**src/rtl/riscvibe_pkg.sv**
```systemverilog
// riscvibe_pkg: shared branch encodings and branch-unit FSM states.
package riscvibe_pkg;
  typedef enum logic [1:0] {
    BRANCH_NONE = 2'd0,
    BRANCH_COND = 2'd1,
    BRANCH_JAL  = 2'd2,
    BRANCH_JALR = 2'd3
  } branch_type_t;
  typedef enum logic [2:0] {
    BEQ  = 3'b000,
    BNE  = 3'b001,
    BLT  = 3'b100,
    BGE  = 3'b101,
    BLTU = 3'b110,
    BGEU = 3'b111
  } branch_op_t;
  typedef enum logic {S_IDLE, S_FLUSH} bu_state_t;
endpackage

```
**src/rtl/branch_compare.sv**
```systemverilog
// branch_compare: combinational condition evaluation for conditional branches.
module branch_compare
  import riscvibe_pkg::*;
(
  input  logic [31:0] rs1,
  input  logic [31:0] rs2,
  input  branch_op_t  op,
  output logic        taken
);
  logic eq, lt, ltu;
  always_comb begin
    eq    = rs1 == rs2;
    lt    = $signed(rs1) < $signed(rs2);
    ltu   = rs1 < rs2;
    taken = op == BEQ  ? eq   :
            op == BNE  ? !eq  :
            op == BLT  ? lt   :
            op == BGE  ? !lt  :
            op == BLTU ? ltu  :
            op == BGEU ? !ltu : 1'b0;
  end
endmodule

```
**src/rtl/branch_unit.sv**
```systemverilog
// branch_unit: resolves EX-stage branches/jumps into a one-cycle redirect plus a counted squash window.
// Optional BRANCH_PERF_CNT_EN adds branch/taken/jump performance counters.
module branch_unit
  import riscvibe_pkg::*;
#(
  parameter int unsigned FLUSH_CYCLES = 2
) (
  input  logic         clk,
  input  logic         rst,
  input  logic         stall,
  input  logic         ex_valid,
  input  branch_type_t ex_branch_type,
  input  branch_op_t   ex_branch_op,
  input  logic [31:0]  ex_pc,
  input  logic [31:0]  ex_imm,
  input  logic [31:0]  rs1_data,
  input  logic [31:0]  rs2_data,
  output logic         branch_taken,
  output branch_type_t branch_type,
  output logic [31:0]  branch_target,
  output logic [31:0]  jalr_target,
  output logic         flush,
  output logic         target_misaligned,
  output logic         busy
`ifdef BRANCH_PERF_CNT_EN
  ,
  output logic [31:0]  perf_branches,
  output logic [31:0]  perf_taken,
  output logic [31:0]  perf_jumps
`endif
);
  localparam logic [2:0] FC = 3'(FLUSH_CYCLES);
  bu_state_t    state_q, state_d;
  logic [2:0]   cnt_q, cnt_d;
  logic         cond_true, accept, want, mis, redirect, is_jump;
  logic [31:0]  br_tgt, jr_tgt, sel_tgt;
  logic         taken_q, flush_q, busy_q, mis_q;
  branch_type_t type_q;
  logic [31:0]  br_tgt_q, jr_tgt_q;

  branch_compare u_cmp (
    .rs1   (rs1_data),
    .rs2   (rs2_data),
    .op    (ex_branch_op),
    .taken (cond_true)
  );

  always_comb begin
    br_tgt   = ex_pc + ex_imm;
    jr_tgt   = (rs1_data + ex_imm) & ~32'd1;
    is_jump  = ex_branch_type == BRANCH_JAL || ex_branch_type == BRANCH_JALR;
    accept   = ex_valid && state_q == S_IDLE;
    want     = accept && (is_jump || (ex_branch_type == BRANCH_COND && cond_true));
    sel_tgt  = ex_branch_type == BRANCH_JALR ? jr_tgt : br_tgt;
    mis      = want && sel_tgt[1:0] != 2'b00;
    redirect = want && !mis;
    state_d  = state_q == S_IDLE ? (redirect ? S_FLUSH : S_IDLE) : (cnt_q <= 3'd1 ? S_IDLE : S_FLUSH);
    cnt_d    = state_q == S_IDLE ? (redirect ? FC : 3'd0) : cnt_q - 3'd1;
  end

  always_ff @(posedge clk) begin
    if (rst) begin
      state_q  <= S_IDLE;
      cnt_q    <= 3'd0;
      taken_q  <= 1'b0;
      type_q   <= BRANCH_NONE;
      br_tgt_q <= 32'd0;
      jr_tgt_q <= 32'd0;
      flush_q  <= 1'b0;
      busy_q   <= 1'b0;
      mis_q    <= 1'b0;
    end else if (!stall) begin
      state_q <= state_d;
      cnt_q   <= cnt_d;
      flush_q <= state_d == S_FLUSH;
      busy_q  <= state_d == S_FLUSH;
      taken_q <= redirect;
      type_q  <= redirect ? ex_branch_type : BRANCH_NONE;
      mis_q   <= mis;
      if (want) begin
        br_tgt_q <= br_tgt;
        jr_tgt_q <= jr_tgt;
      end
    end
  end

  assign branch_taken      = taken_q;
  assign branch_type       = type_q;
  assign branch_target     = br_tgt_q;
  assign jalr_target       = jr_tgt_q;
  assign flush             = flush_q;
  assign busy              = busy_q;
  assign target_misaligned = mis_q;

`ifdef BRANCH_PERF_CNT_EN
  logic [31:0] perf_br_q, perf_tk_q, perf_jp_q;
  always_ff @(posedge clk) begin
    if (rst) begin
      perf_br_q <= 32'd0;
      perf_tk_q <= 32'd0;
      perf_jp_q <= 32'd0;
    end else if (!stall && accept) begin
      if (ex_branch_type == BRANCH_COND) perf_br_q <= perf_br_q + 32'd1;
      if (ex_branch_type == BRANCH_COND && cond_true) perf_tk_q <= perf_tk_q + 32'd1;
      if (is_jump) perf_jp_q <= perf_jp_q + 32'd1;
    end
  end
  assign perf_branches = perf_br_q;
  assign perf_taken    = perf_tk_q;
  assign perf_jumps    = perf_jp_q;
`endif
endmodule

```
**config.mk**
```make
export PLATFORM = sky130hd
export DESIGN_NAME = branch_unit
export DESIGN_NICKNAME = d
export VERILOG_FILES = /design/src/rtl/riscvibe_pkg.sv /design/src/rtl/branch_compare.sv /design/src/rtl/branch_unit.sv
export SDC_FILE = /design/constraint.sdc
export NUM_CORES = 1
export LEC_CHECK = 0
export ABC_AREA = 1
export BUFFER_PORTS_ARGS = -buffer_cell sky130_fd_sc_hd__buf_4
export CAP_MARGIN = 20
export CORE_ASPECT_RATIO = 1.4
export CORE_UTILIZATION = 50
export DETAILED_ROUTE_END_ITERATION = 8
export GPL_TIMING_DRIVEN = 1
export MAX_ROUTING_LAYER = met4
export PLACE_DENSITY_LB_ADDON = 0.15
export SYNTH_ARGS = -nofsm -noshare
export SYNTH_HDL_FRONTEND = slang
export SYNTH_SLANG_ARGS = --single-unit
```
**constraint.sdc**
```tcl
create_clock -name clk -period 3.02 [get_ports clk]
set_input_delay 0.453 -clock clk [delete_from_list [all_inputs] [get_ports clk]]
set_output_delay 0.453 -clock clk [all_outputs]
set_load 0.05 [all_outputs]
```
==> impl_metrics.json, run 1 <==
{
  "synthDistinctLibCells": 42,
  "synth.avg_cell_area_um2": 6.281,
  "skew_ns": 0.009248,
  "antenna_left": 0,
  "die_x_um": 105.6,
  "end_kind": "flop",
  "tns_ns": 0,
  "peakVddDrop_mv": 0.4013,
  "syn_inst": 1197,
  "n_fill_cell": 1506,
  "critPathBufInv": 2,
  "crit_family": "compound AO/OA/AOI/OAI gates",
  "synth_compound_area_share_pct": 17.01,
  "cp-start-kind": "input pin",
  "cp_max_fo": 4,
  "seqCellArea_um2": 1421,
  "cts_tree": "done",
  "synth_enable_flop_cells": 0,
  "netlist_area_um2": 7518,
  "grt_remaining_overflow": 0,
  "wl_um": 25130,
  "synthAdderAreaFrac_pct": 16.34,
  "post_cts_resized": 0,
  "drc": 0,
  "final_area_um2": 9455,
  "finalMaxSlewViolations": 0,
  "rows": 52,
  "port_buffers": 205,
  "antenna_cells": 0,
  "synthTopCellsByArea": "dfxtp_1 (19%), ha_1 (16%), nand2_1 (13%)",
  "yosysTopAreaCell": "dfxtp_1",
  "cpPeakStageDelay_ns": 0.39,
  "p_leak_uw": 0.004899,
  "vias": 8531,
  "crit_arrival_ns": 2.66,
  "io_pins": 207,
  "power_uw": 3708,
  "cts_setup_buffers": 0,
  "hold_path_depth": 2,
  "nNetsFinal": 1624,
  "avgRoutedWirePerCell_um": 15.87,
  "tightestPinTransition_ns": 0.5879,
  "synth_xor_area_share_pct": 6.407,
  "grt_usage_pct": 33.61,
  "hpwlAfterDp_um": 21290,
  "cp.depth": 15,
  "ys_ff_latch": 71,
  "drtIter0Drc": 523,
  "clk_path_buf_depth": 2,
  "muxShareOfSynthArea_pct": 0,
  "synthFlopType": "dfxtp_1",
  "place_area_um2": 9191,
  "synth_top_family_by_area": "simple AND/OR/NAND/NOR gates",
  "multiInputGateArea_um2": 5353,
  "grt_pass1_wl_um": 39880,
  "cts_root_buffer": "clkbuf_16",
  "final.period_utilization_pct": 80.72,
  "synth_nets": 1431,
  "cts.sinks": 71,
  "maxCapViolCount": 0,
  "grt_max_degree": 120,
  "cpMaxStageDelayCell": "a21boi_0",
  "critPathKind": "in2reg",
  "area_delta_synth_final_pct": 25.76,
  "rsz0062_at_grt": "false",
  "synth-async-reset-ratio_pct": 0,
  "fin_crit_ns": 2.438,
  "hold_class": "in2reg",
  "start_util_pct": 51.59,
  "antenna_found_initial": 0,
  "synth_top_area_share_pct": 18.90,
  "cts_buffers": 9,
  "mostFrequentLayoutCells": "nand2_1 (264), buf_4 (215), nor2_1 (160)",
  "via_per_inst": 5.389,
  "cp.required_ns": 3.24,
  "fmax_ghz": 0.4102,
  "yosys_warnings": 0,
  "clock_latency_ns": 0.33,
  "clkTransAtPathRegs_ns": 0.06,
  "hold_viol": 0,
  "coreArea_um2": 14570,
  "synth_seq_area_share_pct": 18.90,
  "setup_viol": 0,
  "die_y_um": 147.1,
  "htree_levels": 3,
  "die_area_um2": 15540,
  "reg2reg_depth": 4,
  "yosys.area_share.simple_pct": 31.25,
  "slew_headroom_pct": 60.39,
  "first_global_vias": 8348,
  "crit_path_frequent_cell": "nand2_1",
  "drtPass1Iterations": 5,
  "status": "completed",
  "layout_commonest_cell": "nand2_1",
  "path_cells": "buf_4 -> ha_1 -> a21oi_1 -> nand2_1 -> a21boi_0 -> o21ai_0 -> buf_4 -> nand2_1 -> nand2_1 -> nand2_1 -> nand2_1 -> xor2_1 -> nand3_1 -> nand2_1 -> nor2_1",
  "gp_congestion": 1.020,
  "ctsHoldBuffers": 0,
  "drive_gt1_share_pct": 17.00,
  "power.density_nw_per_um2": 392.1
}
[path summary, 6_finish.rpt]
check	start	to	slack [ns]
worst max register to register	busy$_SDFFE_PP0N_	branch_type[1]$_SDFFE_PP0N_	1.36
worst min-delay path	rst	target_misaligned$_SDFFE_PP0N_	0.32
worst max-delay path	ex_pc[2]	branch_target[21]$_SDFFE_PP0P_	0.58
worst min register to register	target_misaligned$_SDFFE_PP0N_	target_misaligned$_SDFFE_PP0N_	0.47
[power by group]
group	internal, µW	total [µW]	switching [µW]	leakage [µW]
sequential	1000	1040	41.7	0.000582
combinational	630	1700	1070	0.00419
clock	553	965	412	0.000129
[registers in the layout, indices dropped and copies added, names as in the netlist]
name / cells
cnt_q: 3
branch_type: 2
jalr_target: 31
busy: 1
branch_taken: 1
branch_target: 32
target_misaligned: 1
[logic make-up (layout without fill, tap and decap cells)]
group,Yosys count,count (layout)
simple gates,566,566
other cells,1,1
compound gates,236,236
flops,71,71
fa+ha+maj,97,97
xor+xnor,55,55
buf+inv,171,368
[cell usage after synthesis (13+ instances only)]
cell type / instances
buf_6: 13
o21ai_0: 49
dfxtp_1: 71
nand3_1: 103
nand4_1: 17
a21oi_1: 147
nor2_1: 160
inv_1: 135
xor2_1: 25
ha_1: 95
xnor2_1: 30
nand2_1: 264
[through the flow]
| stage | hold slack, ns | worst slack (ns) | cells | utilization [%] |
|---|---|---|---|---|
| after floorplan | 0.4358 | 0.6352 | 1197 | - |
| after global placement | 0.4549 | 0.3234 | 1568 | 63.07 |
| after detailed placement | 0.4552 | 0.2731 | 1568 | 63.07 |
| after CTS | 0.3114 | 0.6243 | 1583 | 64.88 |
| after global routing | 0.3323 | 0.3523 | 1583 | 64.88 |
| final | 0.3223 | 0.5822 | 1583 | 64.88 |
[routing by layer]
metal | GRT usage (%) | vias to the layer above | share of wire [%] | wire [µm]
li1 | - | 4353 | - | -
met1 | 36.03 | 3841 | 40 | 10050
met2 | 59.14 | 252 | 50 | 12680
met3 | 3.327 | 85 | 3.4 | 842
met4 | 20.97 | 0 | 6.2 | 1550
met5 | - | - | 0 | 0
[layout make-up]
class	count	area share [%]
Multi-Input combinational cell	955	56.61
Sequential cell	71	15.03
Tap cell	189	2.501
Inverter	135	5.359
Timing Repair Buffer	218	17.71
Clock buffer	10	2.422
Clock inverter	5	0.3705
Power figures use the tool's default switching activity.
==> run 2, diff against run 1 <==
--- a/config.mk
+++ b/config.mk
@@ -9,7 +9,7 @@
 export BUFFER_PORTS_ARGS = -buffer_cell sky130_fd_sc_hd__buf_4
 export CAP_MARGIN = 20
 export CORE_ASPECT_RATIO = 1.4
-export CORE_UTILIZATION = 50
+export CORE_UTILIZATION = 49
 export DETAILED_ROUTE_END_ITERATION = 8
 export GPL_TIMING_DRIVEN = 1
 export MAX_ROUTING_LAYER = met4
==> constraint.sdc (replaced) <==
create_clock -name clk -period 2 [get_ports clk]
set_input_delay 0.3 -clock clk [delete_from_list [all_inputs] [get_ports clk]]
set_output_delay 0.3 -clock clk [all_outputs]
set_load 0.05 [all_outputs]
==> run 2 against run 1 <==
Compared with the run above:
- the run now ends with negative setup slack left
- sequential share of layout area decreased by 3.6 points
- worst setup slack lost 0.79 ns
- global-route usage rose by 5.0 points
- clock power is 78% higher
==> impl_metrics.json, run 2 (synthesized netlist as in run 1, its figures left out) <==
{
  "power.density_nw_per_um2": 560.6,
  "vias": 10160,
  "drtPass1Iterations": 5,
  "io_pins": 207,
  "end_kind": "flop",
  "p_sw_share_pct": 40.29,
  "routed.top_layer": "met4",
  "clock_latency_ns": 0.34,
  "power_uw": 6956,
  "fin_crit_ns": 2.207,
  "final_area_um2": 12410,
  "p_sw_uw": 2803,
  "violations": "negative setup slack",
  "peakVddDrop_mv": 0.4744,
  "hold_ws_ns": 0.1650,
  "clk_path_buf_depth": 2,
  "status": "finished, violations left",
  "nNetsFinal": 1870,
  "crit_arrival_ns": 2.44,
  "grt_remaining_overflow": 0,
  "gp_congestion": 0.9668,
  "die_x_um": 106.7,
  "port_buffers": 205,
  "tightestPinTransition_ns": 0.6685,
  "fmax_ghz": 0.4531,
  "layout_commonest_cell": "buf_4",
  "setup_viol": 69,
  "avgRoutedWirePerCell_um": 17.40,
  "die_y_um": 148.6,
  "htree_levels": 3,
  "n_fill_cell": 1011,
  "cts.sinks": 71,
  "hold_class": "in2reg",
  "first_global_vias": 9918,
  "coreArea_um2": 14990,
  "drive_gt1_share_pct": 37.78,
  "ctsHoldBuffers": 0,
  "met2_length_um": 16520,
  "pwr-share-clk_pct": 24.8,
  "wl_met3_um": 1677,
  "seqCellArea_um2": 1421,
  "hold_viol": 0,
  "cp.required_ns": 2.23,
  "grt_usage_pct": 38.59,
  "antenna_cells": 0,
  "drt-met1-wl_um": 11300,
  "cts_tree": "done",
  "grt_max_degree": 63,
  "comb_power_share_pct": 52.5,
  "rows": 53,
  "via_per_inst": 5.542,
  "fin_ws_ns": -0.2069,
  "slew_headroom_pct": 55.39,
  "hpwlAfterDp_um": 23240,
  "area_delta_synth_final_pct": 65.04,
  "cp_max_fo": 8,
  "mostFrequentLayoutCells": "buf_4 (429), nand2_1 (236), nor2_1 (147)",
  "die_area_um2": 15850,
  "antenna_found_initial": 0,
  "cts_root_buffer": "clkbuf_16",
  "pwr-share-seq_pct": 22.8,
  "wl_um": 31890,
  "clkTransAtPathRegs_ns": 0.07,
  "cp-start-kind": "input pin",
  "p_leak_uw": 0.006315,
  "multiInputGateArea_um2": 6151,
  "maxCapViolCount": 0,
  "critPathKind": "in2reg",
  "final.period_utilization_pct": 110.3,
  "drc": 0,
  "drtIter0Drc": 676,
  "antenna_left": 0,
  "final_util_pct": 82.79,
  "power.internal_uw": 4154,
  "skew_ns": 0.009736,
  "grt_pass1_wl_um": 46300,
  "finalMaxSlewViolations": 0,
  "start_util_pct": 50.17,
  "place_area_um2": 10920,
  "largest_reg_flops": 32,
  "cts_buffers": 9,
  "rsz0062_at_grt": "true"
}
run 2: cell count changes in the layout (fill, tap and decap cells not counted), moves of 11 or more:
cell | previous run | this run
buf_6 | 0 | 15
nor2_1 | 160 | 147
nor2_2 | 0 | 11
buf_4 | 215 | 429
nand3_2 | 0 | 16
a21oi_1 | 147 | 102
nand3_1 | 103 | 83
nand2_1 | 264 | 236
nand2_2 | 1 | 24
a21oi_2 | 0 | 36
ha_1 | 95 | 82
ha_4 | 0 | 13
run 2: final timing paths:
kind	start	end	slack, ns	cells after the start
worst max-delay path	rs2_data[26]	branch_target[16]$_SDFFE_PP0P_	-0.21	18
worst min-delay path	rst	target_misaligned$_SDFFE_PP0N_	0.17	2
worst max register to register	busy$_SDFFE_PP0N_	branch_target[11]$_SDFFE_PP0P_	0.32	6
worst min register to register	cnt_q[2]$_SDFFE_PP0N_	cnt_q[2]$_SDFFE_PP0N_	0.47	2
run 2: layout make-up:
| type | instances | share of cell area [%] |
|---|---|---|
| clock buffers | 11 | 1.956 |
| clock inverters | 5 | 0.5143 |
| inverters | 135 | 4.144 |
| multi-input cells | 959 | 49.57 |
| flip-flops and latches | 71 | 11.46 |
| well taps | 192 | 1.936 |
| repair buffers | 460 | 30.42 |
run 2: critical path, cell delays in order:
cell	delay, ns
buf_6	0.08
inv_4	0.03
ha_4	0.25
nand4_1	0.13
nor3_4	0.18
nand2_2	0.11
nor2_4	0.11
buf_4	0.13
nand2_2	0.08
nand2_1	0.07
nand2_1	0.06
nand3_2	0.09
nand2_4	0.07
nand2_8	0.14
nand2_8	0.13
clkbuf_16	0.26
a21oi_2	0.13
nor2_1	0.06
run 2: power by group through the flow:
stage / registers [µW] / clock network (µW) / logic, µW
finish: 1590 / 1720 / 3650
global route: 1590 / 1790 / 3900
CTS: 1570 / 1720 / 3330
detailed placement: 1600 / 0 / 3120
global placement: 1600 / 0 / 3080
floorplan: 1910 / 0 / 1430
run 2: per-layer routing:
layer | global-route usage (%) | up-vias
met2 | 70.48 | 468
li1 | - | 4865
met3 | 3.637 | 161
met4 | 25.34 | 0
met1 | 38.67 | 4664
met5 | - | -
run 2: timing repair:
item                       4_1_cts  5_1_grt
setup buffers                    5        2
cloned                           8        8
pin swaps                       14       31
resized for setup               90      104
setup endpoints to repair       69       69
run 2: through the flow:
step | TNS (ns) | worst slack, ns | std cells
final | -9.378 | -0.2069 | 1833
after global routing | -15.22 | -0.2920 | 1833
after CTS | -2.958 | -0.08967 | 1823
after detailed placement | -39.02 | -0.6351 | 1795
after global placement | -37.47 | -0.5928 | 1795
after floorplan | 0 | 0.01646 | 1197
==> run 3, diff against run 2 <==
--- a/config.mk
+++ b/config.mk
@@ -9,9 +9,10 @@
 export BUFFER_PORTS_ARGS = -buffer_cell sky130_fd_sc_hd__buf_4
 export CAP_MARGIN = 20
 export CORE_ASPECT_RATIO = 1.4
-export CORE_UTILIZATION = 49
+export CORE_UTILIZATION = 50
 export DETAILED_ROUTE_END_ITERATION = 8
 export GPL_TIMING_DRIVEN = 1
+export HOLD_SLACK_MARGIN = 0.03
 export MAX_ROUTING_LAYER = met4
 export PLACE_DENSITY_LB_ADDON = 0.15
 export SYNTH_ARGS = -nofsm -noshare
==> constraint.sdc (replaced) <==
create_clock -name clk -period 2.4 [get_ports clk]
set_input_delay 0.36 -clock clk [delete_from_list [all_inputs] [get_ports clk]]
set_output_delay 0.36 -clock clk [all_outputs]
set_load 0.05 [all_outputs]
==> run 3 against run 2 <==
Compared with the run above:
- critical path type unchanged
- worst hold slack better by 0.049 ns
- via count is 11% lower
- die area is 2.0% lower
- routed wire length fell by 18%
- largest cell class unchanged
- critical path depth shrank 3
- clock power is 10% lower
- total power is 24% lower
- sequential share of layout area is 2.2 points higher
- cell count fell by 7.3%
- first-iteration DRC count is 21% lower
- count of clock-buffer cells in the layout decreased by 2
- the flow now finishes without violations
==> impl_metrics.json, run 3 (synthesized netlist as in run 1, its figures left out) <==
{
  "tightestPinTransition_ns": 0.5201,
  "hold_viol": 0,
  "power.density_nw_per_um2": 504.1,
  "antenna_cells": 0,
  "cts_root_buffer": "clkbuf_16",
  "top_usage_layer": "met2",
  "cp_max_fo": 23,
  "worstSetupStartpoint": "rs1_data[31]",
  "fmax_ghz": 0.4439,
  "dp_cells": 1681,
  "critPathKind": "in2reg",
  "start_util_pct": 51.59,
  "drtIter0Drc": 537,
  "finalMaxSlewViolations": 0,
  "cts_tree": "done",
  "clkTransAtPathRegs_ns": 0.07,
  "crit_arrival_ns": 2.49,
  "cts_buffers": 9,
  "wl_um": 26250,
  "grt_usage_pct": 34.98,
  "avgRoutedWirePerCell_um": 15.45,
  "hold_class": "in2reg",
  "reg2reg_from": "busy$_SDFFE_PP0N_",
  "skew_ns": 0.01242,
  "htree_levels": 3,
  "final_cell_count_no_fill": 1699,
  "drtPass1Iterations": 5,
  "io_pins": 207,
  "maxCapViolCount": 0,
  "die_area_um2": 15540,
  "status": "completed",
  "grt_use_met3_pct": 3.327,
  "coreArea_um2": 14570,
  "port_buffers": 205,
  "grt_max_degree": 61,
  "largest_reg_flops": 32,
  "setup_viol": 0,
  "die_y_um": 147.1,
  "antenna_left": 0,
  "rsz0062_at_grt": "true",
  "cp.required_ns": 2.64,
  "layout_commonest_cell": "buf_4",
  "fin_crit_ns": 2.253,
  "power_uw": 5263,
  "cts.sinks": 71,
  "gp_congestion": 0.9846,
  "clock_latency_ns": 0.34,
  "drc": 0,
  "grt_remaining_overflow": 0,
  "first_global_vias": 8966,
  "die_x_um": 105.6,
  "grt_use_met1_pct": 36.03,
  "end_kind": "flop",
  "hp-start": "rst",
  "vias": 9007,
  "ctsHoldBuffers": 0,
  "nNetsFinal": 1739,
  "hold_ws_ns": 0.2142,
  "final_util_pct": 71.63,
  "antenna_found_initial": 0,
  "area_delta_synth_final_pct": 38.86,
  "final.period_utilization_pct": 93.87,
  "slew_headroom_pct": 64.96,
  "hpwlAfterDp_um": 22120,
  "mostFrequentLayoutCells": "buf_4 (326), nand2_1 (263), nor2_1 (159)",
  "met2_usage_pct": 65.26,
  "p_leak_uw": 0.005513,
  "cp-start-kind": "input pin",
  "clk_path_buf_depth": 2,
  "drive_gt1_share_pct": 23.71,
  "rows": 52,
  "cts_setup_buffers": 0,
  "via_per_inst": 5.301,
  "peakVddDrop_mv": 0.3522,
  "grt_pass1_wl_um": 41620
}
==> run 3: changes by cell type in the layout (fill, tap and decap cells not counted), sizes merged <==
cell,change
buf,-124
bufinv,+1
clkbuf,-6
clkinv,+1
clkinvlp,-1
inv,+1
nand2,-3
==> run 3: through the flow <==
step                      setup TNS (ns)  setup WS, ns  instance area (µm²)
after floorplan                        0        0.1082                 7518
after global placement            -9.699       -0.2000                10060
after detailed placement          -11.24       -0.2102                10060
after CTS                              0        0.1381                10390
after global routing             -0.7055      -0.05100                10440
final                                  0        0.1471                10440
==> run 3: layer usage <==
layer	vias up	share of wire, %
met5	-	0
met1	4062	38
met3	87	3.9
met2	275	53
met4	0	5.5
li1	4583	-
==> run 3: final timing paths <==
path | end | slack, ns | depth (start not counted)
worst min-delay path | target_misaligned$_SDFFE_PP0N_ | 0.21 | 2
worst max-delay path | jalr_target[5]$_SDFFE_PP0P_ | 0.15 | 15
worst max register to register | branch_type[1]$_SDFFE_PP0N_ | 0.79 | 4
worst min register to register | cnt_q[2]$_SDFFE_PP0N_ | 0.47 | 2
==> run 3: area by class of cell <==
class	instances	area [µm²]
multi-input cells	956	5375
fillers	1325	4134
repair buffers	332	2572
flip-flops and latches	71	1421
inverters	135	506.7
well taps	189	236.5
clock buffers	9	225.2
clock inverters	7	102.6
==> run 3: power by group <==
group / internal [µW] / switching (µW) / leakage, µW
Combinational: 1010 / 1400 / 0.00477
Sequential: 1260 / 51.9 / 0.000582
Clock: 927 / 615 / 0.000162
==> run 3: timing repair <==
action | CTS | global route
endpoints found under the hold margin | 0 | 0
gates resized for setup | 0 | 6
setup endpoints to repair | 0 | 64
==> run 3: worst max-delay path, stage by stage <==
cell	delay, ns
buf_4	0.12
ha_1	0.31
nand2_1	0.12
nor3_4	0.23
nand2_1	0.09
nor2_2	0.11
and3b_2	0.22
nor2_1	0.04
nor2_1	0.12
nand2_2	0.13
nand2_4	0.20
buf_12	0.18
nand3_1	0.09
nand2_1	0.11
nor2_1	0.05
